[config.mk]
export PLATFORM = sky130hd
export DESIGN_NAME = rlbp_pixel_seq
export DESIGN_NICKNAME = d
export VERILOG_FILES = /design/src/rtl/rlbp_pkg.sv /design/src/rtl/rlbp_phase_timer.sv /design/src/rtl/rlbp_pixel_seq.sv
export SDC_FILE = /design/constraint.sdc
export NUM_CORES = 1
export LEC_CHECK = 0
export CAP_MARGIN = 5
export CELL_PAD_IN_SITES_DETAIL_PLACEMENT = 0
export CELL_PAD_IN_SITES_GLOBAL_PLACEMENT = 1
export CORE_ASPECT_RATIO = 1.4
export CORE_MARGIN = 2
export CORE_UTILIZATION = 50
export CTS_CLUSTER_DIAMETER = 30
export CTS_CLUSTER_SIZE = 12
export DETAILED_ROUTE_END_ITERATION = 6
export DONT_BUFFER_PORTS = 1
export PLACE_DENSITY_LB_ADDON = 0.1
export SETUP_SLACK_MARGIN = 0.4
export SLEW_MARGIN = 25
export SYNTH_ARGS = -nofsm -noshare
export SYNTH_HDL_FRONTEND = slang
export SYNTH_SLANG_ARGS = --single-unit
[constraint.sdc]
create_clock -name wb_clk_i -period 4.81 [get_ports wb_clk_i]
set_input_delay 0.962 -clock wb_clk_i [delete_from_list [all_inputs] [get_ports wb_clk_i]]
set_output_delay 0.962 -clock wb_clk_i [all_outputs]
set_load 0.02 [all_outputs]
[src/rtl/rlbp_pkg.sv]
// Shared types and defaults for the pixel readout sequencer.
package rlbp_pkg;

  localparam int unsigned N_PD_DEF        = 12;
  localparam int unsigned CNT_W_DEF       = 8;
  localparam int unsigned SYNC_STAGES_DEF = 2;
  localparam int unsigned MIN_DUR         = 1;

  typedef enum logic [3:0] {
    StIdle,
    StRst,
    StG1,
    StInt,
    StG2,
    StSh,
    StG3,
    StCmp,
    StLat,
    StDone
  } state_e;

endpackage

[src/rtl/rlbp_phase_timer.sv]
// Shared phase down-counter: load a duration (0 clamps to 1), expire marks the last cycle.
module rlbp_phase_timer
  import rlbp_pkg::*;
#(
  parameter int unsigned CNT_W = CNT_W_DEF
) (
  input  logic             clk_i,
  input  logic             rst_ni,
  input  logic             load_i,
  input  logic [CNT_W-1:0] value_i,
  output logic             expire_o
);

  logic [CNT_W-1:0] cnt_q, cnt_d;

  always_comb begin
    cnt_d = cnt_q;
    if (load_i) begin
      cnt_d = (value_i == '0) ? CNT_W'(MIN_DUR) : value_i;
    end else if (cnt_q > CNT_W'(MIN_DUR)) begin
      cnt_d = cnt_q - CNT_W'(1);
    end
  end

  always_ff @(posedge clk_i or negedge rst_ni) begin
    if (!rst_ni) begin
      cnt_q <= '0;
    end else begin
      cnt_q <= cnt_d;
    end
  end

  assign expire_o = (cnt_q == CNT_W'(MIN_DUR));

endmodule

[src/rtl/rlbp_pixel_seq.sv]
// Per-photodiode readout sequencer: drives analog switch phases, samples the comparator
// and assembles the local-binary-pattern code.
module rlbp_pixel_seq
  import rlbp_pkg::*;
#(
  parameter int unsigned N_PD        = N_PD_DEF,
  parameter int unsigned CNT_W       = CNT_W_DEF,
  parameter int unsigned SYNC_STAGES = SYNC_STAGES_DEF
) (
  input  logic             wb_clk_i,
  input  logic             rst_n,
  input  logic             start_i,
  input  logic             abort_i,
  input  logic [CNT_W-1:0] t_rst_i,
  input  logic [CNT_W-1:0] t_int_i,
  input  logic [CNT_W-1:0] t_sh_i,
  input  logic [CNT_W-1:0] t_cmp_i,
  input  logic             cmp_i,
  output logic             sh_rst_o,
  output logic             sw1_o,
  output logic             sw2_o,
  output logic             sh_o,
  output logic             sh_cmp_o,
  output logic [N_PD-1:0]  pd_a_o,
  output logic [N_PD-1:0]  pd_b_o,
  output logic             busy_o,
  output logic             done_o,
  output logic [N_PD-1:0]  code_o
);

  localparam int unsigned KW = (N_PD > 1) ? $clog2(N_PD) : 1;

  state_e                 state_q, state_d;
  logic [KW-1:0]          k_q, k_d;
  logic [CNT_W-1:0]       tr_q, tr_d, ti_q, ti_d, ts_q, ts_d, tc_q, tc_d;
  logic [N_PD-1:0]        shadow_q, shadow_d;
  logic [SYNC_STAGES-1:0] sync_q;
  logic                   tmr_load, tmr_expire;
  logic [CNT_W-1:0]       tmr_val;
  logic [N_PD-1:0]        sel_d;

  rlbp_phase_timer #(
    .CNT_W (CNT_W)
  ) u_timer (
    .clk_i    (wb_clk_i),
    .rst_ni   (rst_n),
    .load_i   (tmr_load),
    .value_i  (tmr_val),
    .expire_o (tmr_expire)
  );

  always_comb begin
    state_d  = state_q;
    k_d      = k_q;
    tr_d     = tr_q;
    ti_d     = ti_q;
    ts_d     = ts_q;
    tc_d     = tc_q;
    shadow_d = shadow_q;
    tmr_load = 1'b0;
    tmr_val  = '0;
    case (state_q)
      StIdle: begin
        if (start_i && !abort_i) begin
          state_d  = StRst;
          k_d      = '0;
          tr_d     = t_rst_i;
          ti_d     = t_int_i;
          ts_d     = t_sh_i;
          tc_d     = t_cmp_i;
          tmr_load = 1'b1;
          tmr_val  = t_rst_i;
        end
      end
      StDone: state_d = StIdle;
      default: begin
        if (abort_i) begin
          state_d = StIdle;
        end else if (tmr_expire) begin
          tmr_load = 1'b1;
          tmr_val  = CNT_W'(MIN_DUR);
          case (state_q)
            StRst: state_d = StG1;
            StG1: begin
              state_d = StInt;
              tmr_val = ti_q;
            end
            StInt: state_d = StG2;
            StG2: begin
              state_d = StSh;
              tmr_val = ts_q;
            end
            StSh: state_d = StG3;
            StG3: begin
              state_d = StCmp;
              tmr_val = tc_q;
            end
            StCmp: begin
              state_d = StLat;
              tmr_val = CNT_W'(SYNC_STAGES);
            end
            StLat: begin
              shadow_d[k_q] = sync_q[SYNC_STAGES-1];
              if (k_q == KW'(N_PD - 1)) begin
                state_d = StDone;
              end else begin
                k_d     = k_q + KW'(1);
                state_d = StRst;
                tmr_val = tr_q;
              end
            end
            default: state_d = StIdle;
          endcase
        end
      end
    endcase
  end

  // Outputs are decoded from the next state so every control comes straight off a flop.
  assign sel_d = N_PD'(1) << k_d;

  always_ff @(posedge wb_clk_i or negedge rst_n) begin
    if (!rst_n) begin
      state_q  <= StIdle;
      k_q      <= '0;
      tr_q     <= '0;
      ti_q     <= '0;
      ts_q     <= '0;
      tc_q     <= '0;
      shadow_q <= '0;
      sync_q   <= '0;
      sh_rst_o <= 1'b0;
      sw1_o    <= 1'b0;
      sw2_o    <= 1'b0;
      sh_o     <= 1'b0;
      sh_cmp_o <= 1'b0;
      pd_a_o   <= '0;
      pd_b_o   <= '0;
      busy_o   <= 1'b0;
      done_o   <= 1'b0;
      code_o   <= '0;
    end else begin
      state_q  <= state_d;
      k_q      <= k_d;
      tr_q     <= tr_d;
      ti_q     <= ti_d;
      ts_q     <= ts_d;
      tc_q     <= tc_d;
      shadow_q <= shadow_d;
      sync_q[0] <= cmp_i;
      for (int i = 1; i < SYNC_STAGES; i++) begin
        sync_q[i] <= sync_q[i-1];
      end
      sh_rst_o <= (state_d == StRst);
      sw1_o    <= (state_d == StInt);
      sw2_o    <= (state_d == StCmp);
      sh_o     <= (state_d == StSh);
      sh_cmp_o <= (state_d == StCmp);
      pd_a_o   <= (state_d == StInt || state_d == StSh) ? sel_d : '0;
      pd_b_o   <= (state_d == StCmp) ? sel_d : '0;
      busy_o   <= (state_d != StIdle) && (state_d != StDone);
      done_o   <= (state_d == StDone);
      if (state_d == StDone) begin
        code_o <= shadow_d;
      end
    end
  end

endmodule

Word-level counts from Yosys, hierarchy flattened

Index checks and enable logic that the tools add are counted.

Flip-flop bits (word level): 104
Bits of input ports: 37
Output and inout bits: 43
Logic and storage cells: 86

Add/sub/neg operators: 2
$lt $le $gt $ge: 3
Equal/unequal tests: 17
Shift operators: 1
Mux-type cells: 34
Reductions and logical operators: 11

Operator list:

| operator             | number |
|---|---|
| $mux 12              | 6 |
| $mux 8               | 7 |
| $pmux 8 s5           | 1 |
| $mux 4               | 9 |
| $pmux 4 s8           | 1 |
| $eq 4x3->1 const B   | 6 |
| $eq 4x4->1 const B   | 4 |
| $pmux 4 s2           | 2 |
| $pmux 8 s2           | 1 |
| $bwmux 12            | 1 |
| $eq 4x2->1 const B   | 3 |
| $shl 1x4->12 const A | 1 |
| $eq 4x1->1 const B   | 2 |
| $eq 8x1->1 const B   | 1 |
| $gt 8x1->1 const B   | 1 |
| $logic_not 8->1      | 1 |
| $sub 8x1->8 const B  | 1 |
| $lt 4x5->1 const B   | 1 |
| $add 4x1->4 const B  | 1 |
| $demux 1 s4          | 1 |
| $ge 4x1->1 const B   | 1 |
| $logic_not 4->1      | 1 |
| $mux 1               | 4 |
| $ne 4x4->1 const B   | 1 |
| other kinds (8)      | 10 |

Depth between registers and ports, before layout

Gate-level depths: netlist of run 1.

Word-level depth: 9
Mapped depth: 11
Mapped depth without buffers: 9

By module

From an unflattened synthesis of run 1, not the netlist that was laid out.

Cells, all modules: 459
Area, all modules: 4,788.3 µm²

By module, submodules not included:

| module           | times used | cells each | area an instance (µm²) | seq. area each (µm²) |
|---|---|---|---|---|
| rlbp_pixel_seq   | 1          | 398        | 4,245.3                | 2,377.3 |
| rlbp_phase_timer | 1          | 61         | 543.0                  | 200.2 |

Worst setup path before layout of run 1

No wires, ideal clock.

Path kind: input to register
Start point: in abort_i
End point: reg code_o[8]
Library setup time: 0.125 ns
Arrival: 2.771 ns
Required time: 4.685 ns
Slack: 1.914 ns
Cell stages on the path: 8
Buffers on the path: 2
Path through: nand2b_1 > or4b_1 > clkbuf_1 > o31ai_1 > o21ai_1 > nor3_4 > buf_4 > mux2_2

Longest elaborated chain between the ends: 5

Ends and longest elaborated chain:

| item                 | line                  | source |
|---|---|---|
| start, declared      | rlbp_pixel_seq.sv:13  | `input logic abort_i,` |
| $logic_not 1->1      | rlbp_pixel_seq.sv:64  | `if (start_i && !abort_i) begin` |
| $logic_and 1x1->1    | rlbp_pixel_seq.sv:64  |  |
| $mux 4               | rlbp_pixel_seq.sv:64  |  |
| $pmux 4 s2           | rlbp_pixel_seq.sv:62  | `case (state_q)` |
| $eq 4x4->1           | rlbp_pixel_seq.sv:163 | `if (state_d == StDone) begin` |
| end signal, assigned | rlbp_pixel_seq.sv:164 | `code_o <= shadow_d;` |
| end, declared        | rlbp_pixel_seq.sv:28  | `output logic [N_PD-1:0] code_o` |

Parallel ways exist; a longest one is shown, timed or not.
A chain may end at the register's enable or synchronous reset.

Worst setup path after layout of run 1

Start point: reg state_q[1]
End point: reg code_o[0]

Longest elaborated chain between the ends: 6

Ends and longest elaborated chain:

| item                               | line                  | source |
|---|---|---|
| start, declared                    | rlbp_pixel_seq.sv:33  | `state_e state_q, state_d;` |
| start signal, assigned             | rlbp_pixel_seq.sv:124 | `state_q <= StIdle;` |
| start signal, assigned             | rlbp_pixel_seq.sv:143 | `state_q <= state_d;` |
| $eq 4x4->1 (tied with other cells) | rlbp_pixel_seq.sv:82  | `case (state_q)` |
| $pmux 4 s8                         | rlbp_pixel_seq.sv:82  |  |
| $mux 4                             | rlbp_pixel_seq.sv:79  | `end else if (tmr_expire) begin` |
| $mux 4                             | rlbp_pixel_seq.sv:77  | `if (abort_i) begin` |
| $pmux 4 s2                         | rlbp_pixel_seq.sv:62  |  |
| $eq 4x4->1                         | rlbp_pixel_seq.sv:163 |  |

Parallel ways exist; a longest one is shown, timed or not.

==> results of run 1 <==
## Yosys cell counts, drive strengths merged, types with 2 or more instances
cell     number  area, µm²
nor4          4       37.5
o21ai        14       70.1
a32oi         4       35.0
buf           9       55.0
nand4         2       12.5
mux2i         9       90.1
nand2b        5       31.3
a21boi        3       22.5
nand3        14       70.1
nor3         30        173
and3          4       25.0
or3           5       31.3
inv           8       30.0
xor2          2       17.5
or3b          5       46.3
ha            6       75.1
o31ai         3       22.5
a21oi        14       73.8
clkbuf       16       60.1
dfrtp       103       2580
a21o          2       15.0
nor2b         3       18.8
o21bai        2       15.0
nand2       121        454
xnor2         4       35.0
a2111oi       2       36.3
o21a          3       22.5
mux2         24        270
nor4b         2       23.8
nor2         33        141
a221o         7       70.1
a22oi         2       15.0
a31oi         2       12.5
or4b          2       20.0
## layer usage
metal	track usage, %	part of all wire (%)	vias to the layer above
li1	-	-	1656
met1	25.7	41	1700
met2	37.5	54	74
met3	3.89	3.3	14
met4	7.69	1.9	0
met5	0	0	-
## worst paths after layout
check | from | to | slack (ns) | depth (start not counted)
max in group asynchronous | rst_n | state_q[1] | 4.35 | 0
setup reg to reg | state_q[1] | code_o[0] | 1.57 | 6
setup / recovery | state_q[1] | code_o[0] | 1.57 | 6
hold / removal | rst_n | pd_a_o[2] | 0.31 | 0
min in group wb_clk_i | sync_q[0] | sync_q[1] | 0.35 | 0
hold reg to reg | sync_q[0] | sync_q[1] | 0.35 | 0
## layout make-up
| class | instances | area (µm²) |
|---|---|---|
| fill | 878 | 4210 |
| inverter | 8 | 30.0 |
| sequential | 103 | 2580 |
| tap | 110 | 138 |
| timing repair buffer | 2 | 15.0 |
| multi-input combinational | 350 | 2160 |
| clock buffer | 10 | 239 |
| clock inverter | 6 | 90.1 |
## critical path: stages, from the launching register on
cell and delay, ns:
dfrtp_1 0.89, nor2_1 0.30, a21o_1 0.34, o31ai_1 0.46, o21ai_1 0.17, nor3_4 0.54
mux2_2 0.42
## cells by family after synthesis
kind of cell             synth area share, %
AND/OR/NAND/NOR                         23.5
buffers and inverters                   2.98
AO/OA/AOI/OAI                           10.6
flip-flops                              52.9
multiplexers                            7.40
XOR/XNOR                                1.08
adder cells (fa/ha/maj)                 1.54
## metrics by stage
step	setup slack [ns]	area, µm²
2_1_floorplan	1.91	4870
3_3_place_gp	1.73	4920
3_5_place_dp	1.58	4920
4_1_cts	1.58	5250
5_1_grt	1.44	5250
6_report	1.57	5250
## power by group through the flow
stage / Clock, W / Sequential (W) / Combinational [W]
3_3_place_gp: 0 / 0.00106 / 0.000297
5_1_grt: 0.000852 / 0.00106 / 0.000345
6_report: 0.000789 / 0.00105 / 0.000302
2_1_floorplan: 0 / 0.00103 / 0.000260
3_5_place_dp: 0 / 0.00106 / 0.000306
4_1_cts: 0.000808 / 0.00104 / 0.000307
## flip-flops by register name (all words and copies together), names as in the netlist, 11 cells and up
| signal | count |
|---|---|
| pd_a_o | 12 |
| shadow_q | 11 |
| code_o | 12 |
| pd_b_o | 12 |
==> flow_metrics.py, run 1 <==
metrics = {
    "placement": {
        "dp_hpwl_mm": 7.68,
        "io_buffers": 0,
        "place_congestion": 0.866,
        "place_inst": 573,
    },
    "global_route": {
        "grt_remaining_overflow": 0,
        "grt_pass1_wl_mm": 17.4,
        "grt_max_degree": 104,
        "antenna_found_initial": 0,
        "grt_pass1_vias": 3366,
        "groute.usage.overall_pct": 21.4,
    },
    "synthesis": {
        "synth.distinct_cells": 67,
        "netlist_instances": 486,
        "syn_area_per_cell_um2": 10.0,
        "synth_area_um2": 4870,
        "syn_nets": 529,
        "synth_edf_count": 0,
        "ys_seq_area_share_pct": 52.9,
        "async_flop_share_pct": 100,
        "synth_ff_type": "dfrtp_1",
        "yosysWarnings": 0,
        "synth-seq-cells": 103,
    },
    "cts": {
        "post_cts_buffers": 0,
        "cts_buffers": 9,
        "h-tree-depth": 3,
        "cts_tree": "yes",
        "root_buffer": "clkbuf_16",
        "cts_hold_buf": 0,
        "insertion_delay_ns": 0.34,
        "clk_pin_slew_ns": 0.07,
        "cts_buffer_depth": 2,
        "cts_resized": 0,
        "cts.sinks": 103,
    },
    "detailed_routing": {
        "detailedRoute.firstIterationViolations": 236,
        "wl_per_cell_um": 18.3,
        "wl_mm": 10.8,
        "num_vias": 3444,
        "drc": 0,
        "drtAntennaViolNets": 0,
        "drt-pass1-iter-count": 4,
        "viasPerCell": 5.85,
    },
    "floorplan": {
        "start_util_pct": 51.5,
        "coreArea_um2": 9460,
        "die_h_um": 121,
        "die_area_um2": 10600,
        "rows": 42,
        "die_w_um": 87.4,
        "io_pins": 80,
    },
    "setup_path": {
        "critPathCaptureType": "flop",
        "arrival_ns": 3.46,
        "cp_max_fo": 24,
        "startpoint_type": "flop",
        "criticalPathCategory": "flop to flop",
        "required_ns": 5.03,
    },
    "cells_and_area": {
        "layout.cells.most_common": "nand2_1",
        "final_nets": 517,
        "final_layout_size_suffix_gt1_share_pct": 11.9,
        "final_cell_mix": "nand2_1 (121), dfrtp_1 (103), nor3_1 (28), nor2_1 (28), mux2_2 (18)",
        "instances_no_fill": 589,
        "fin_util_pct": 55.4,
        "area_growth_pct": 7.65,
        "n_antenna_cell": 0,
    },
    "timing": {
        "drv_slew": 0,
        "post-route-period-util_pct": 67.3,
        "max_slew_margin_pct": 33.6,
        "rsz0062_at_grt": "false",
        "hold_ws_ns": 0.310,
        "fin_setup_tns_ns": 0,
        "worstMarginPinSlew_ns": 0.988,
        "skew_ns": 0.00463,
        "setup_viol": 0,
        "finalHoldViolCount": 0,
        "fin_crit_ns": 3.24,
        "max_freq_mhz": 309,
    },
    "power_and_ir_drop": {
        "pwr-share-seq_pct": 48.9,
        "ir_drop_v": 0.000198,
        "p_leak_nw": 2.43,
        "p_per_area_nw_per_um2": 407,
        "total_power_w": 0.00214,
        "p_switching_w": 0.000587,
        "clkPwrFrac_pct": 36.9,
        "p_int_w": 0.00155,
        "p_comb_share_pct": 14.1,
        "swShare_pct": 27.5,
    },
    "worst_hold_path": {
        "hold_class": "primary input to asynchronous set/reset pin",
    },
    "run": {
        "drv_cap": 0,
    },
    "status": {
        "status": "finished, final reports clean",
    },
}
No activity file was read; power rests on OpenSTA's default activity.
==> run 2, diff against run 1 <==
Settings changed: CORE_UTILIZATION 50 to 49.
Clock period 4.81 ns to 3.1 ns, I/O delays scaled along.
==> run 2 against run 1 <==
The run now ends with hold timing left. Routed wire length shrank 1.1%. Via count grew 1.6%. Sequential cell count is the same. Die area grew 2.0%. Critical path type unchanged. Maximum frequency grew 24%.
==> flow_metrics.py, run 2 (synthesis results as in run 1) <==
metrics = {
    "status": {
        "status": "finished with violations",
        "violations": "hold timing",
    },
    "cells_and_area": {
        "final_nets": 533,
        "instances_no_fill": 630,
        "layout.cells.most_common": "nand2_1",
        "fill_cells": 941,
        "final_layout_size_suffix_gt1_share_pct": 16.8,
        "n_antenna_cell": 0,
        "fin_util_pct": 55.3,
        "reg.largest.list": "code_o (12), pd_a_o (12), pd_b_o (12)",
        "final_cell_mix": "nand2_1 (121), dfrtp_1 (100), nor3_1 (28)",
        "area_growth_pct": 11.0,
    },
    "placement": {
        "place_congestion": 0.864,
        "place_inst": 611,
        "dp_hpwl_mm": 7.83,
        "io_buffers": 0,
    },
    "setup_path": {
        "cp_max_fo": 9,
        "crit_family": "simple AND/OR/NAND/NOR gates",
        "criticalPathCategory": "flop to flop",
        "arrival_ns": 2.89,
        "required_ns": 3.39,
        "startpoint_type": "flop",
        "worstRegToRegCells": 7,
        "path_buf_inv": 1,
        "reg2reg_from": "state_q[1]",
        "r2r_end": "pd_a_o[11]",
        "crit_chain": "buf_4 -> or4b_4 -> or3_1 -> nand3_1 -> o2111ai_4 -> or3b_4 -> nor2_2",
        "regToRegSetupSlack_ns": 0.50,
        "max_stage_delay_ns": 0.56,
        "critPathCaptureType": "flop",
        "critPathSlowestCell": "or4b_4",
    },
    "power_and_ir_drop": {
        "total_power_w": 0.00322,
        "p_comb_share_pct": 15.7,
        "p_leak_nw": 2.51,
        "p_int_w": 0.00228,
        "swShare_pct": 29.2,
        "pwr-share-seq_pct": 50.3,
        "clkPwrFrac_pct": 34.1,
        "p_switching_w": 0.000942,
        "ir_drop_v": 0.000319,
        "p_per_area_nw_per_um2": 596,
    },
    "detailed_routing": {
        "num_vias": 3499,
        "drc": 0,
        "drt-pass1-iter-count": 4,
        "detailedRoute.firstIterationViolations": 133,
        "wl_mm": 10.7,
        "viasPerCell": 5.55,
        "wl_per_cell_um": 17.0,
        "drtAntennaViolNets": 0,
    },
    "timing": {
        "fin_crit_ns": 2.60,
        "drv_slew": 0,
        "post-route-period-util_pct": 83.9,
        "skew_ns": 0.00853,
        "worstMarginPinSlew_ns": 0.750,
        "rsz0062_at_grt": "false",
        "max_freq_mhz": 384,
        "hold_ws_ns": -0.0425,
        "setup_viol": 0,
        "finalHoldViolCount": 103,
        "fin_setup_tns_ns": 0,
        "max_slew_margin_pct": 48.7,
    },
    "global_route": {
        "grt_pass1_wl_mm": 17.7,
        "grt_max_degree": 104,
        "groute.usage.overall_pct": 21.5,
        "grt_remaining_overflow": 0,
        "antenna_found_initial": 0,
        "grt_pass1_vias": 3525,
    },
    "floorplan": {
        "die_w_um": 88.3,
        "rows": 43,
        "coreArea_um2": 9790,
        "die_h_um": 122,
        "start_util_pct": 49.8,
        "die_area_um2": 10800,
        "io_pins": 80,
    },
    "cts": {
        "clk_pin_slew_ns": 0.07,
        "cts_buffer_depth": 2,
        "cts.sinks": 103,
        "root_buffer": "clkbuf_16",
        "cts_buffers": 9,
        "insertion_delay_ns": 0.35,
        "h-tree-depth": 3,
        "cts_tree": "yes",
    },
    "run": {
        "drv_cap": 0,
    },
    "worst_hold_path": {
        "hold_class": "primary input to asynchronous set/reset pin",
    },
}
==> run 2: per-layer routing <==
layer  GRT usage [%]  up-vias  wire (µm)
li1                -     1696          -
met1            24.7     1700       4240
met2            37.9       87       5740
met3            3.46       16        413
met4            10.5        0        289
met5               0        -          0
==> run 2: stage by stage <==
stage / cell area, µm² / hold WS, ns / setup WS (ns)
2_1_floorplan: 4870 / 0.324 / 0.546
3_3_place_gp: 5040 / 0.327 / 0.375
3_5_place_dp: 5040 / 0.327 / 0.349
4_1_cts: 5340 / -0.0514 / 0.391
5_1_grt: 5410 / -0.0564 / 0.405
6_report: 5410 / -0.0425 / 0.499
==> run 2: what timing repair did <==
| action | 4_1_cts | 5_1_grt |
|---|---|---|
| endpoints found under the setup margin | 20 | 27 |
| hold endpoints to repair | 103 | 103 |
| setup buffers | 0 | 3 |
| pin swaps | 0 | 3 |
| resized for setup | 3 | 10 |
==> run 2: worst max-delay path by stage <==
stage	startpoint	end	cells after the start
floorplan	abort_i	code_o[8]	8
global placement	u_timer.cnt_q[6]	code_o[1]	7
detailed placement	u_timer.cnt_q[6]	code_o[1]	7
CTS	state_q[2]	code_o[1]	7
global route	state_q[3]	code_o[3]	7
finish	state_q[1]	pd_a_o[11]	7
==> run 2: layout make-up <==
type / count / area, µm² / area share, %
Multi-Input combinational cell: 350 / 2200 / 40.7
Sequential cell: 103 / 2580 / 47.7
Clock inverter: 6 / 51.3 / 0.948
Timing Repair Buffer: 18 / 135 / 2.50
Clock buffer: 10 / 239 / 4.42
Inverter: 8 / 30.0 / 0.555
Tap cell: 135 / 169 / 3.12
==> run 2: worst register-to-register path, cell delays in order (launching register included) <==
cell       delay (ns)
dfrtp_2          0.47
buf_4            0.19
or4b_4           0.56
or3_1            0.40
nand3_1          0.16
o2111ai_4        0.18
or3b_4           0.49
nor2_2           0.09
==> run 2: power by group through the flow <==
stage,logic [W],clock network (W),registers (W)
floorplan,0.000404,0,0.00160
global placement,0.000483,0,0.00164
detailed placement,0.000489,0,0.00164
CTS,0.000503,0.00113,0.00162
global route,0.000579,0.00119,0.00164
finish,0.000505,0.00110,0.00162
==> run 3, diff against run 2 <==
Settings changed: CORE_UTILIZATION 49 to 44.
Clock period 3.1 ns to 2.24 ns, I/O delays scaled along.
==> run 3 against run 2 <==
Die area is 11% higher. Critical path type unchanged. Sequential share of layout area down 12 points. The run ends with hold timing, setup timing left. First-iteration DRC count is 32% higher. Design area is 33% higher. Sequential cell count is the same.
==> flow_metrics.py, run 3 (synthesis results as in run 1) <==
metrics = {
    "setup_path": {
        "crit_chain": "or4_4 -> buf_8 -> o31ai_4 -> a21oi_4 -> nor3_4 -> buf_12 -> mux2_2",
        "cp_max_fo": 13,
        "startpoint_type": "flop",
        "arrival_ns": 2.68,
        "max_stage_delay_ns": 0.55,
        "critPathCaptureType": "flop",
        "criticalPathCategory": "flop to flop",
        "required_ns": 2.48,
        "critPathSlowestCell": "or4_4",
    },
    "cts": {
        "cts_tree": "yes",
        "cts.sinks": 103,
        "cts_buffers": 9,
        "h-tree-depth": 3,
        "root_buffer": "clkbuf_16",
        "cts_buffer_depth": 2,
        "insertion_delay_ns": 0.35,
        "clk_pin_slew_ns": 0.08,
    },
    "status": {
        "status": "finished with violations",
        "violations": "hold timing, setup timing",
    },
    "floorplan": {
        "start_util_pct": 45.1,
        "coreArea_um2": 10800,
        "rows": 45,
        "die_w_um": 92.9,
        "die_area_um2": 11900,
        "io_pins": 80,
        "die_h_um": 129,
    },
    "detailed_routing": {
        "detailedRoute.firstIterationViolations": 176,
        "drt-pass1-iter-count": 4,
        "num_vias": 4092,
        "drtAntennaViolNets": 0,
        "wl_per_cell_um": 17.9,
        "wl_mm": 13.6,
        "viasPerCell": 5.39,
        "drc": 0,
    },
    "timing": {
        "max_freq_mhz": 410,
        "fin_ws_ns": -0.199,
        "drv_slew": 0,
        "rsz0062_at_grt": "true",
        "max_slew_margin_pct": 69.1,
        "worstMarginPinSlew_ns": 0.459,
        "setup_viol": 39,
        "hold_ws_ns": -0.217,
        "skew_ns": 0.00980,
        "fin_crit_ns": 2.44,
        "finalHoldViolCount": 103,
        "post-route-period-util_pct": 109,
    },
    "global_route": {
        "groute.usage.overall_pct": 22.4,
        "grt_max_degree": 104,
        "gr-usage-met1_pct": 24.4,
        "use_met2_pct": 41.3,
        "grt_busiest_layer": "met2",
        "grt_remaining_overflow": 0,
        "grt_pass1_vias": 4157,
        "grtUsageMet3_pct": 3.92,
        "grt_pass1_wl_mm": 20.6,
        "antenna_found_initial": 0,
    },
    "run": {
        "drv_cap": 0,
    },
    "placement": {
        "place_congestion": 0.892,
        "io_buffers": 0,
        "dp_hpwl_mm": 9.10,
        "dp_slack_ns": -0.298,
    },
    "cells_and_area": {
        "fin_util_pct": 66.5,
        "final_cell_mix": "nand2_1 (116), dfrtp_1 (99), buf_4 (91)",
        "final_layout_size_suffix_gt1_share_pct": 46.4,
        "area_growth_pct": 47.5,
        "reg.largest.list": "code_o (12), pd_a_o (12), pd_b_o (12)",
        "n_antenna_cell": 0,
        "fill_cells": 873,
        "final_nets": 656,
        "layout.cells.most_common": "nand2_1",
    },
    "power_and_ir_drop": {
        "total_power_w": 0.00545,
        "ir_drop_v": 0.000451,
        "p_leak_nw": 3.35,
        "p_per_area_nw_per_um2": 759,
    },
    "worst_hold_path": {
        "hold_class": "primary input to asynchronous set/reset pin",
    },
}
-- run 3: cell count changes in the layout (fill, tap and decap cells not counted), moves of 6 or more --
cell | previous run | this run
nor3_1 | 28 | 9
nor2_1 | 27 | 16
nand3_2 | 0 | 10
buf_4 | 18 | 91
mux2_4 | 0 | 9
mux2_2 | 18 | 10
nor2_4 | 1 | 7
a21oi_1 | 13 | 7
nor3_2 | 0 | 14
buf_6 | 0 | 42
nand3_1 | 14 | 3
-- run 3: per-layer routing --
| layer | share of wire (%) | up-vias |
|---|---|---|
| met1 | 36 | 2011 |
| met5 | 0 | - |
| met4 | 3.6 | 0 |
| li1 | - | 1948 |
| met3 | 3.5 | 34 |
| met2 | 57 | 99 |
-- run 3: power by group --
group	leakage (nW)	internal [W]	switching [W]	total [W]
clock network	0.158	0.000902	0.000772	0.00167
logic	1.84	0.000863	0.000701	0.00156
registers	1.36	0.00205	0.000164	0.00221
-- run 3: worst paths after layout --
check	cells after the start	startpoint	to	slack (ns)
min in group wb_clk_i	0	cmp_i	sync_q[0]	0.12
max in group asynchronous	0	rst_n	state_q[2]	2.28
max	7	u_timer.cnt_q[6]	code_o[3]	-0.20
min	0	rst_n	busy_o	-0.22
min reg2reg	0	sync_q[0]	sync_q[1]	0.35
max reg2reg	7	u_timer.cnt_q[6]	code_o[3]	-0.20
-- run 3: cell type report --
cell class	instances	area, µm²	share of cell area, %
Multi-Input combinational cell	351	2780	38.7
Sequential cell	103	2580	35.9
Timing Repair Buffer	140	1290	18.0
Clock buffer	9	225	3.13
Tap cell	141	176	2.45
Clock inverter	7	100	1.39
Inverter	8	30.0	0.418
-- run 3: metrics by stage --
step	instance area, µm²	cells	TNS [ns]	hold WS, ns
global placement	5740	693	-5.16	0.155
global route	7190	759	-8.01	-0.233
finish	7190	759	-5.42	-0.217
CTS	6540	732	-3.59	-0.224
detailed placement	5740	693	-7.19	0.155
floorplan	5040	486	-2.05	0.152
-- run 3: worst max-delay path, delay by kind of cell (launching register included) --
family,cells,cell delay [ns]
simple gates,2,0.78
flops,1,0.42
buf+inv,2,0.33
compound gates,2,0.45
mux,1,0.34
-- run 3: timing repair --
| action | CTS | global route |
|---|---|---|
| setup endpoints to repair | 95 | 90 |
| cloned | 1 | 3 |
| pin swaps | 28 | 42 |
| gates resized for setup | 76 | 95 |
| setup buffers | 22 | 24 |
| hold endpoints to repair | 103 | 103 |
